## src/rtl/cpu_trace_monitor.sv

```systemverilog
// cpu_trace_monitor: data-memory store tracer with run control.
// Stores that hit the address window while in RUN are timestamped into a
// show-ahead FIFO. The block halts itself when the PC reaches STOP_ADDR.
// Ports:
//   CLK, RST                 clock, async active-high reset
//   enable_i, clear_i        arm tracing / synchronous flush and restart
//   inst_mem_address_i       CPU program counter
//   data_mem_*_i             store address, data and write strobe
//   win_lo_i, win_hi_i       inclusive capture window
//   rd_en_i, rd_*_o          FIFO pop and head entry
//   count_o, overflow_o, dropped_o   occupancy and drop statistics
//   cycle_o, halted_o        run-cycle counter and halted flag
module cpu_trace_monitor #(
  parameter int unsigned DATA_W = 32,
  parameter int unsigned ADDR_W = 32,
  parameter int unsigned DEPTH  = 16,
  parameter int unsigned CYC_W  = 32,
  parameter logic [ADDR_W-1:0] STOP_ADDR = ADDR_W'(187)
) (
  input  logic                       CLK,
  input  logic                       RST,
  input  logic                       enable_i,
  input  logic                       clear_i,
  input  logic [ADDR_W-1:0]          inst_mem_address_i,
  input  logic [ADDR_W-1:0]          data_mem_address_i,
  input  logic [DATA_W-1:0]          data_mem_in_data_i,
  input  logic                       data_mem_WE_i,
  input  logic [ADDR_W-1:0]          win_lo_i,
  input  logic [ADDR_W-1:0]          win_hi_i,
  input  logic                       rd_en_i,
  output logic                       rd_valid_o,
  output logic [ADDR_W-1:0]          rd_addr_o,
  output logic [DATA_W-1:0]          rd_data_o,
  output logic [CYC_W-1:0]           rd_cycle_o,
  output logic [$clog2(DEPTH):0]     count_o,
  output logic                       overflow_o,
  output logic [15:0]                dropped_o,
  output logic [CYC_W-1:0]           cycle_o,
  output logic                       halted_o
);

  localparam int unsigned PtrW = $clog2(DEPTH);
  localparam int unsigned CntW = PtrW + 1;
  localparam int unsigned EntW = ADDR_W + DATA_W + CYC_W;

  typedef enum logic [1:0] {StIdle, StRun, StHalted} state_e;

  state_e              state_q, state_d;
  logic [CYC_W-1:0]    cycle_q, cycle_d;
  logic [PtrW-1:0]     wr_ptr_q, wr_ptr_d, rd_ptr_q, rd_ptr_d;
  logic [CntW-1:0]     count_q, count_d;
  logic                overflow_q, overflow_d;
  logic [15:0]         dropped_q, dropped_d;
  logic [EntW-1:0]     mem_q [DEPTH];
  logic [EntW-1:0]     last_q, last_d;

  logic                in_window, push_req, full, empty, pop, push, drop;
  logic [EntW-1:0]     new_ent, head_ent, out_ent;

  // An inverted window (lo > hi) can never satisfy both bounds.
  assign in_window = (data_mem_address_i >= win_lo_i) && (data_mem_address_i <= win_hi_i);
  assign full      = (count_q == CntW'(DEPTH));
  assign empty     = (count_q == '0);
  assign push_req  = (state_q == StRun) && data_mem_WE_i && in_window && !clear_i;
  assign pop       = rd_en_i && !empty && !clear_i;
  // Full FIFO still accepts a push when the head is leaving on the same edge.
  assign push      = push_req && (!full || pop);
  assign drop      = push_req && full && !pop;
  assign new_ent   = {data_mem_address_i, data_mem_in_data_i, cycle_q};
  assign head_ent  = mem_q[rd_ptr_q];

  always_comb begin
    state_d = state_q;
    unique case (state_q)
      StIdle:   if (enable_i) state_d = StRun;
      StRun: begin
        // Halt wins over a simultaneous enable drop.
        if (inst_mem_address_i == STOP_ADDR) state_d = StHalted;
        else if (!enable_i)                  state_d = StIdle;
      end
      StHalted: state_d = StHalted;
      default:  state_d = StIdle;
    endcase
    if (clear_i) state_d = StIdle;
  end

  always_comb begin
    cycle_d    = cycle_q;
    wr_ptr_d   = wr_ptr_q;
    rd_ptr_d   = rd_ptr_q;
    count_d    = count_q;
    overflow_d = overflow_q;
    dropped_d  = dropped_q;
    last_d     = last_q;
    if (clear_i) begin
      cycle_d    = '0;
      wr_ptr_d   = '0;
      rd_ptr_d   = '0;
      count_d    = '0;
      overflow_d = 1'b0;
      dropped_d  = '0;
    end else begin
      if (state_q == StRun) cycle_d = cycle_q + CYC_W'(1);
      if (push) wr_ptr_d = wr_ptr_q + PtrW'(1);
      if (pop) begin
        rd_ptr_d = rd_ptr_q + PtrW'(1);
        // Remember the popped entry so outputs hold it once empty.
        last_d   = head_ent;
      end
      count_d = count_q + CntW'(push) - CntW'(pop);
      if (drop) begin
        overflow_d = 1'b1;
        if (dropped_q != 16'hFFFF) dropped_d = dropped_q + 16'd1;
      end
    end
  end

  always_ff @(posedge CLK or posedge RST) begin
    if (RST) begin
      state_q    <= StIdle;
      cycle_q    <= '0;
      wr_ptr_q   <= '0;
      rd_ptr_q   <= '0;
      count_q    <= '0;
      overflow_q <= 1'b0;
      dropped_q  <= '0;
      last_q     <= '0;
    end else begin
      state_q    <= state_d;
      cycle_q    <= cycle_d;
      wr_ptr_q   <= wr_ptr_d;
      rd_ptr_q   <= rd_ptr_d;
      count_q    <= count_d;
      overflow_q <= overflow_d;
      dropped_q  <= dropped_d;
      last_q     <= last_d;
    end
  end

  // Storage needs no reset: count_q masks stale slots.
  always_ff @(posedge CLK) begin
    if (push) mem_q[wr_ptr_q] <= new_ent;
  end

  assign out_ent    = empty ? last_q : head_ent;
  assign rd_valid_o = !empty;
  assign rd_addr_o  = out_ent[EntW-1 -: ADDR_W];
  assign rd_data_o  = out_ent[CYC_W +: DATA_W];
  assign rd_cycle_o = out_ent[CYC_W-1:0];
  assign count_o    = count_q;
  assign overflow_o = overflow_q;
  assign dropped_o  = dropped_q;
  assign cycle_o    = cycle_q;
  assign halted_o   = (state_q == StHalted);

endmodule

```

## config.mk

```make
export PLATFORM = sky130hd
export DESIGN_NAME = cpu_trace_monitor
export DESIGN_NICKNAME = d
export VERILOG_FILES = /design/src/rtl/cpu_trace_monitor.sv
export SDC_FILE = /design/constraint.sdc
export NUM_CORES = 2
export LEC_CHECK = 0
export BUFFER_PORTS_ARGS = -buffer_cell sky130_fd_sc_hd__buf_2
export CORE_MARGIN = 4
export CORE_UTILIZATION = 40
export CTS_CLUSTER_SIZE = 28
export DETAILED_ROUTE_END_ITERATION = 10
export PLACE_DENSITY_LB_ADDON = 0.15
export REMOVE_ABC_BUFFERS = 1
export SLEW_MARGIN = 25
export SYNTH_ARGS = -nofsm -noshare
export SYNTH_HDL_FRONTEND = slang
export SYNTH_SLANG_ARGS = --single-unit
```

## constraint.sdc

```tcl
create_clock -name CLK -period 22.8 [get_ports CLK]
set_input_delay 3.42 -clock CLK [delete_from_list [all_inputs] [get_ports CLK]]
set_output_delay 3.42 -clock CLK [all_outputs]
set_load 0.02 [all_outputs]
```

# ---- After elaboration in Yosys (flattened, before gate mapping)
# Memory sizes are Yosys's and may differ from the RTL's.
# Cells that the tools add are included.
dict set report totals {
  mem_bits_rw 1536
  regBits 160
  memories 1
  input_bits 166
  output_inout_bits 152
  wordCells 69
}
dict set report op_classes {
  magnitude_cmp 2
  n_reduce_logical 24
  muxes 20
  add_sub_neg 6
  eq_ne 7
  bitwise_logic 1
}
# name words word_bits rd rd_ports_with_merged_regs write_ports line
set memory_table {}
lappend memory_table {mem_q 16 96 1 0 1 54} ;# logic [EntW-1:0] mem_q [DEPTH];
# cell count
set ops {}
lappend ops {{2-to-1 mux 96 bit} 1}
lappend ops {{2-to-1 mux 32 bit} 2}
lappend ops {{2-to-1 mux 16 bit} 3}
lappend ops {{adder 32 x 1 -> 32 bit (second input constant)} 1}
lappend ops {{equality test 32 x 8 -> 1 bit (second input constant)} 1}
lappend ops {{>= comparator 32 bit} 1}
lappend ops {{less-or-equal comparator 32 bit} 1}
lappend ops {{adder 16 x 1 -> 16 bit (second input constant)} 1}
lappend ops {{2-to-1 mux 4 bit} 4}
lappend ops {{!= test 16 bit (second input constant)} 1}
lappend ops {{nonzero test 2 bit} 5}
lappend ops {{logical AND 1 bit} 9}
lappend ops {{adder 4 x 1 -> 4 bit (second input constant)} 2}
lappend ops {{2-to-1 mux 2 bit} 4}
lappend ops {{one-hot mux 2 bit (3 select lines)} 1}
lappend ops {{AND reduction 2 bit} 3}
lappend ops {{adder 5 x 1 -> 5 bit} 1}
lappend ops {{equality test 5 bit (second input constant)} 1}
lappend ops {{zero test 5 bit} 1}
lappend ops {{2-to-1 mux 5 bit} 1}
lappend ops {{subtractor 5 x 1 -> 5 bit} 1}
lappend ops {{zero test 1 bit} 4}
lappend ops {{2-to-1 mux 1 bit} 4}
lappend ops {{!= test 4 bit (second input constant)} 1}
lappend ops {{other kinds (6)} 6}

# ---- Logic depth before layout (Yosys ltp)
dict set report depth {
  depth_word 9
  ltp_mapped 17
}

# ---- Least setup slack after synthesis
# OpenSTA, ideal clock, no wires.
dict set report synth_timing {
  path_type {input-to-reg}
  start {in win_hi_i[5]}
  end {mem mem_q[0][0] in the netlist's numbering (enable)}
  path_stages 10
  required_time_ns 21.980
  setup_slack_ns 6.959
  arrival_time_ns 15.022
  path_cell_list {inv_1 ha_1 a21o_1 nand3_1 a211oi_1 or4b_4 a31oi_4 and3_1 clkinv_1 nor4b_1}
}
dict set report synth_between {
  elab_chain_len 7
}
# item line
set synth_rtl {}
lappend synth_rtl {{start: declaration} 29} ;# input logic [ADDR_W-1:0] win_hi_i,
lappend synth_rtl {{less-or-equal comparator 32 bit} 61} ;# assign in_window = (data_mem_address_i >= win_lo_i) && (data_mem_address_i <= win_hi_i);
lappend synth_rtl {{logical AND 1 bit} 61}
lappend synth_rtl {{logical AND 1 bit (2 in a row)} 64} ;# assign push_req = (state_q == StRun) && data_mem_WE_i && in_window && !clear_i;
lappend synth_rtl {{logical AND 1 bit} 67} ;# assign push = push_req && (!full || pop);
lappend synth_rtl {{2-to-1 mux 1 bit} 142} ;# if (push) mem_q[wr_ptr_q] <= new_ent;
lappend synth_rtl {{2-to-1 mux 1 bit (not written as such)} 142}
lappend synth_rtl {{end: declaration} 54}
# No other way between the ends.

# ---- Worst setup path in the final report
dict set report layout_timing {
  start {reg rd_ptr_q[1]}
  end {out rd_addr_o[16]}
}
dict set report layout_between {
  elab_chain_len 2
}
# item line
set layout_rtl {}
lappend layout_rtl {{start: declaration} 50} ;# logic [PtrW-1:0] wr_ptr_q, wr_ptr_d, rd_ptr_q, rd_ptr_d;
lappend layout_rtl {{start signal: assignment} 132} ;# rd_ptr_q <= rd_ptr_d;
lappend layout_rtl {{memory read (16 x 96 bit)} --}
lappend layout_rtl {{2-to-1 mux 96 bit} 145} ;# assign out_ent = empty ? last_q : head_ent;
lappend layout_rtl {{end: declaration} 32} ;# output logic [ADDR_W-1:0] rd_addr_o,
# No other way between the ends.

==> impl_results.md <==
* Status: finished, final reports clean
* WHS at 0.492 ns
* DRT iter0 DRCs at 3246
* Port bufs at 317
* Async S/R FF share, synth at 9.43%
* Count leader, synth: edfxtp_1
* Post-Synthesis Cells at 3884
* DRT Pass-1 Iters at 5
* Fin. max-slew vios at 0
* Grt total ovfl at 0
* DRC at 0
* PwrDens at 104 nW/µm²
* Final setup margin at about 14 ns
* Vias in the first global route at 37900
* Netlist cell types at 58
* Critical Path Max Stage Delay at 0.89 ns
* Die extent in x at 419 µm
* Synth Flop Type: edfxtp_1
* Largest net degree at the start of global routing at 159
* CTS Buffer Depth at 3
* H-tree levels at 4
* PostCTS Resize Cnt at 0
* Hold Vio Cnt, Final at 0
* Postcts setup bufs at 0
* Via count at about 37000
* Mean Syn Cell Area at 17.4 µm²
* YS warnings at 0
* Clk slew on worst S/H paths at 0.06 ns
* Yosys reg bits at 1696
* CP Launch Type: register
* Final Wtd Congestion at 0.763
* Final cell count without fillers at 6607
* Synth top area share at 68.1%
* Most frequent cells after synthesis: 1536 x edfxtp_1, 291 x mux2i_1, 242 x nor2_1
* Mapped cell area at 67700 µm²
* CP required at 19.38 ns
* Clk_lat worst skew at around 0.80 ns
* Worst-path fanout max at a little under 90
* IO Count at 318
* GRT Total Usage at around a fifth
* Worst path cell trace: buf_12, buf_4, and2_4, buf_4, a221oi_1, o21ai_0, a31oi_1, buf_2
* Initial core utilization at 40.3%
* Worst Setup End Kind: output pin
* Clock root cell: clkbuf_16
* Clk sink count at 1696
* Placed insts at 6265
* Post-synth EDFFs at approximately 1500
* Peak Freq at 0.109 GHz
* Top post-synthesis cells by area: edfxtp_1 68%, mux4_2 6.4%, dfrtp_1 5.9%, mux2i_1 4.3%, a31oi_1 1.8%
* Synth area leader: edfxtp_1
* DP Worst Slack at around 14 ns
* Row Count at 150
* Post-synthesis sequential area ratio at 74.0%
* Min-delay worst type: reg -> reg
* Layout cells sized above 1 at 22.4%
* DP HPWL at 94.3 mm
* Most used cell, CP: buf_4
* Overall power at 8110 µW
* WL/cell at ~28 µm
* Nets at 4490
* DRT antenna net count at 0
* Drt total wl at 183 mm
* Hold buffers post-CTS at 0
* Max-slew headroom at roughly 27%
* Crit path max-delay cell type: buf_4
* Post-route minimum period at just over 9 ns
* Final Skew at 0.0236 ns
* Vias/cell at 5.65
* Maximum VDD drop at 0.149 mV
* Final setup vio count at 0
* Maxcap violations at 0
* Fill count at 14400
* Fin crit share at 40.4%
* Crit Path Category: reg -> out
* Core Box Area at between 150000 and 200000 µm²
* First-pass GRT wire length at 266 mm
* Die H at 419 µm
* Area Overhead vs Synth at 15.1%
* Worst Max-Slew Pin Slew at 1.09 ns
* Lkg Pwr at 0.0259 µW
* WP data arrival at 5.80 ns
* Num CTS Buffers at 182
* Die area at about 180000 µm²
* TritonCTS clock tree: yes
* Unrepaired setup endpoints after global routing: no
* Initial antenna violation count at 11
==> registers in the layout, indices dropped and copies added (netlist names) <==
name	cells
cycle_o	32
overflow_o	1
state_q	2
last_q	96
wr_ptr_q	4
mem_q	1536
count_o	5
rd_ptr_q	4
dropped_o	16
==> path summary, 6_finish.rpt <==
kind,depth (start not counted),startpoint,slack [ns],endpoint
max,8,rd_ptr_q[1],13.58,rd_addr_o[16]
min,1,state_q[1],0.49,state_q[0]
max reg2reg,11,count_o[2],17.33,mem_q[2][40]
min reg2reg,1,state_q[1],0.49,state_q[0]
max in group asynchronous,3,RST,18.55,last_q[42]
min in group asynchronous,2,RST,2.78,last_q[91]
==> placed cells by master, fill, tap and decap left out, types with 144 or more instances in the layout <==
| cell type | synthesis | layout |
|---|---|---|
| mux2i_1 | 291 | 291 |
| buf_2 | 29 | 316 |
| a31oi_1 | 194 | 194 |
| a21oi_1 | 144 | 144 |
| mux4_2 | 192 | 192 |
| dfrtp_1 | 160 | 156 |
| o21ai_0 | 219 | 219 |
| edfxtp_1 | 1536 | 1536 |
| nor2_1 | 242 | 241 |
| clkbuf_16 | 0 | 188 |
==> critical path: cells and delay by family, from the launching register on <==
family	cells	cell delay [ns]
AOI/OAI and AO/OA	3	0.84
buffers and inverters	4	2.61
DFF	1	0.80
and+or+nand+nor	1	0.72
==> final cells by class <==
class / instances / area (µm²) / share of cell area, %
sequential: 1696 / 50100 / 64.3
multi-input combinational: 1888 / 16500 / 21.2
clock buffer: 275 / 5330 / 6.84
tap: 2204 / 2760 / 3.54
timing repair buffer: 397 / 2350 / 3.01
clock inverter: 62 / 549 / 0.705
inverter: 81 / 312 / 0.400
antenna: 4 / 10.0 / 0.0128
==> per-layer routing <==
metal	track usage [%]	vias to the layer above	part of all wire, %
met5	0	-	0
met4	5.47	0	2.2
met3	3.59	232	5.7
met2	34.1	1095	48
met1	29.1	19600	44
li1	-	16400	-
==> logic make-up after synthesis <==
| logic type | after synthesis | synth area share (%) |
|---|---|---|
| AOI/OAI and AO/OA | 777 | 7.14 |
| xor gates and xnor gates | 31 | 0.401 |
| adders and majority gates | 78 | 1.45 |
| buffers and inverters | 300 | 1.74 |
| DFF | 1696 | 74.0 |
| muxes | 579 | 12.3 |
| and+or+nand+nor | 423 | 2.93 |
==> report_power, final <==
group	switching, µW	leakage, µW	internal, µW
logic	1040	0.00713	655
registers	64.7	0.0159	3470
clock network	1200	0.00288	1690
==> stage by stage <==
| stage | TNS, ns | instance area (µm²) | utilization, % |
|---|---|---|---|
| 2_1_floorplan | -99.84 | 66800 | - |
| 3_3_place_gp | 0 | 72000 | 42.9 |
| 3_5_place_dp | 0 | 72000 | 42.9 |
| 4_1_cts | 0 | 77900 | 46.4 |
| 5_1_grt | 0 | 77900 | 46.5 |
| 6_report | 0 | 78000 | 46.5 |
Note: power is estimated with default switching activity, not from simulation.
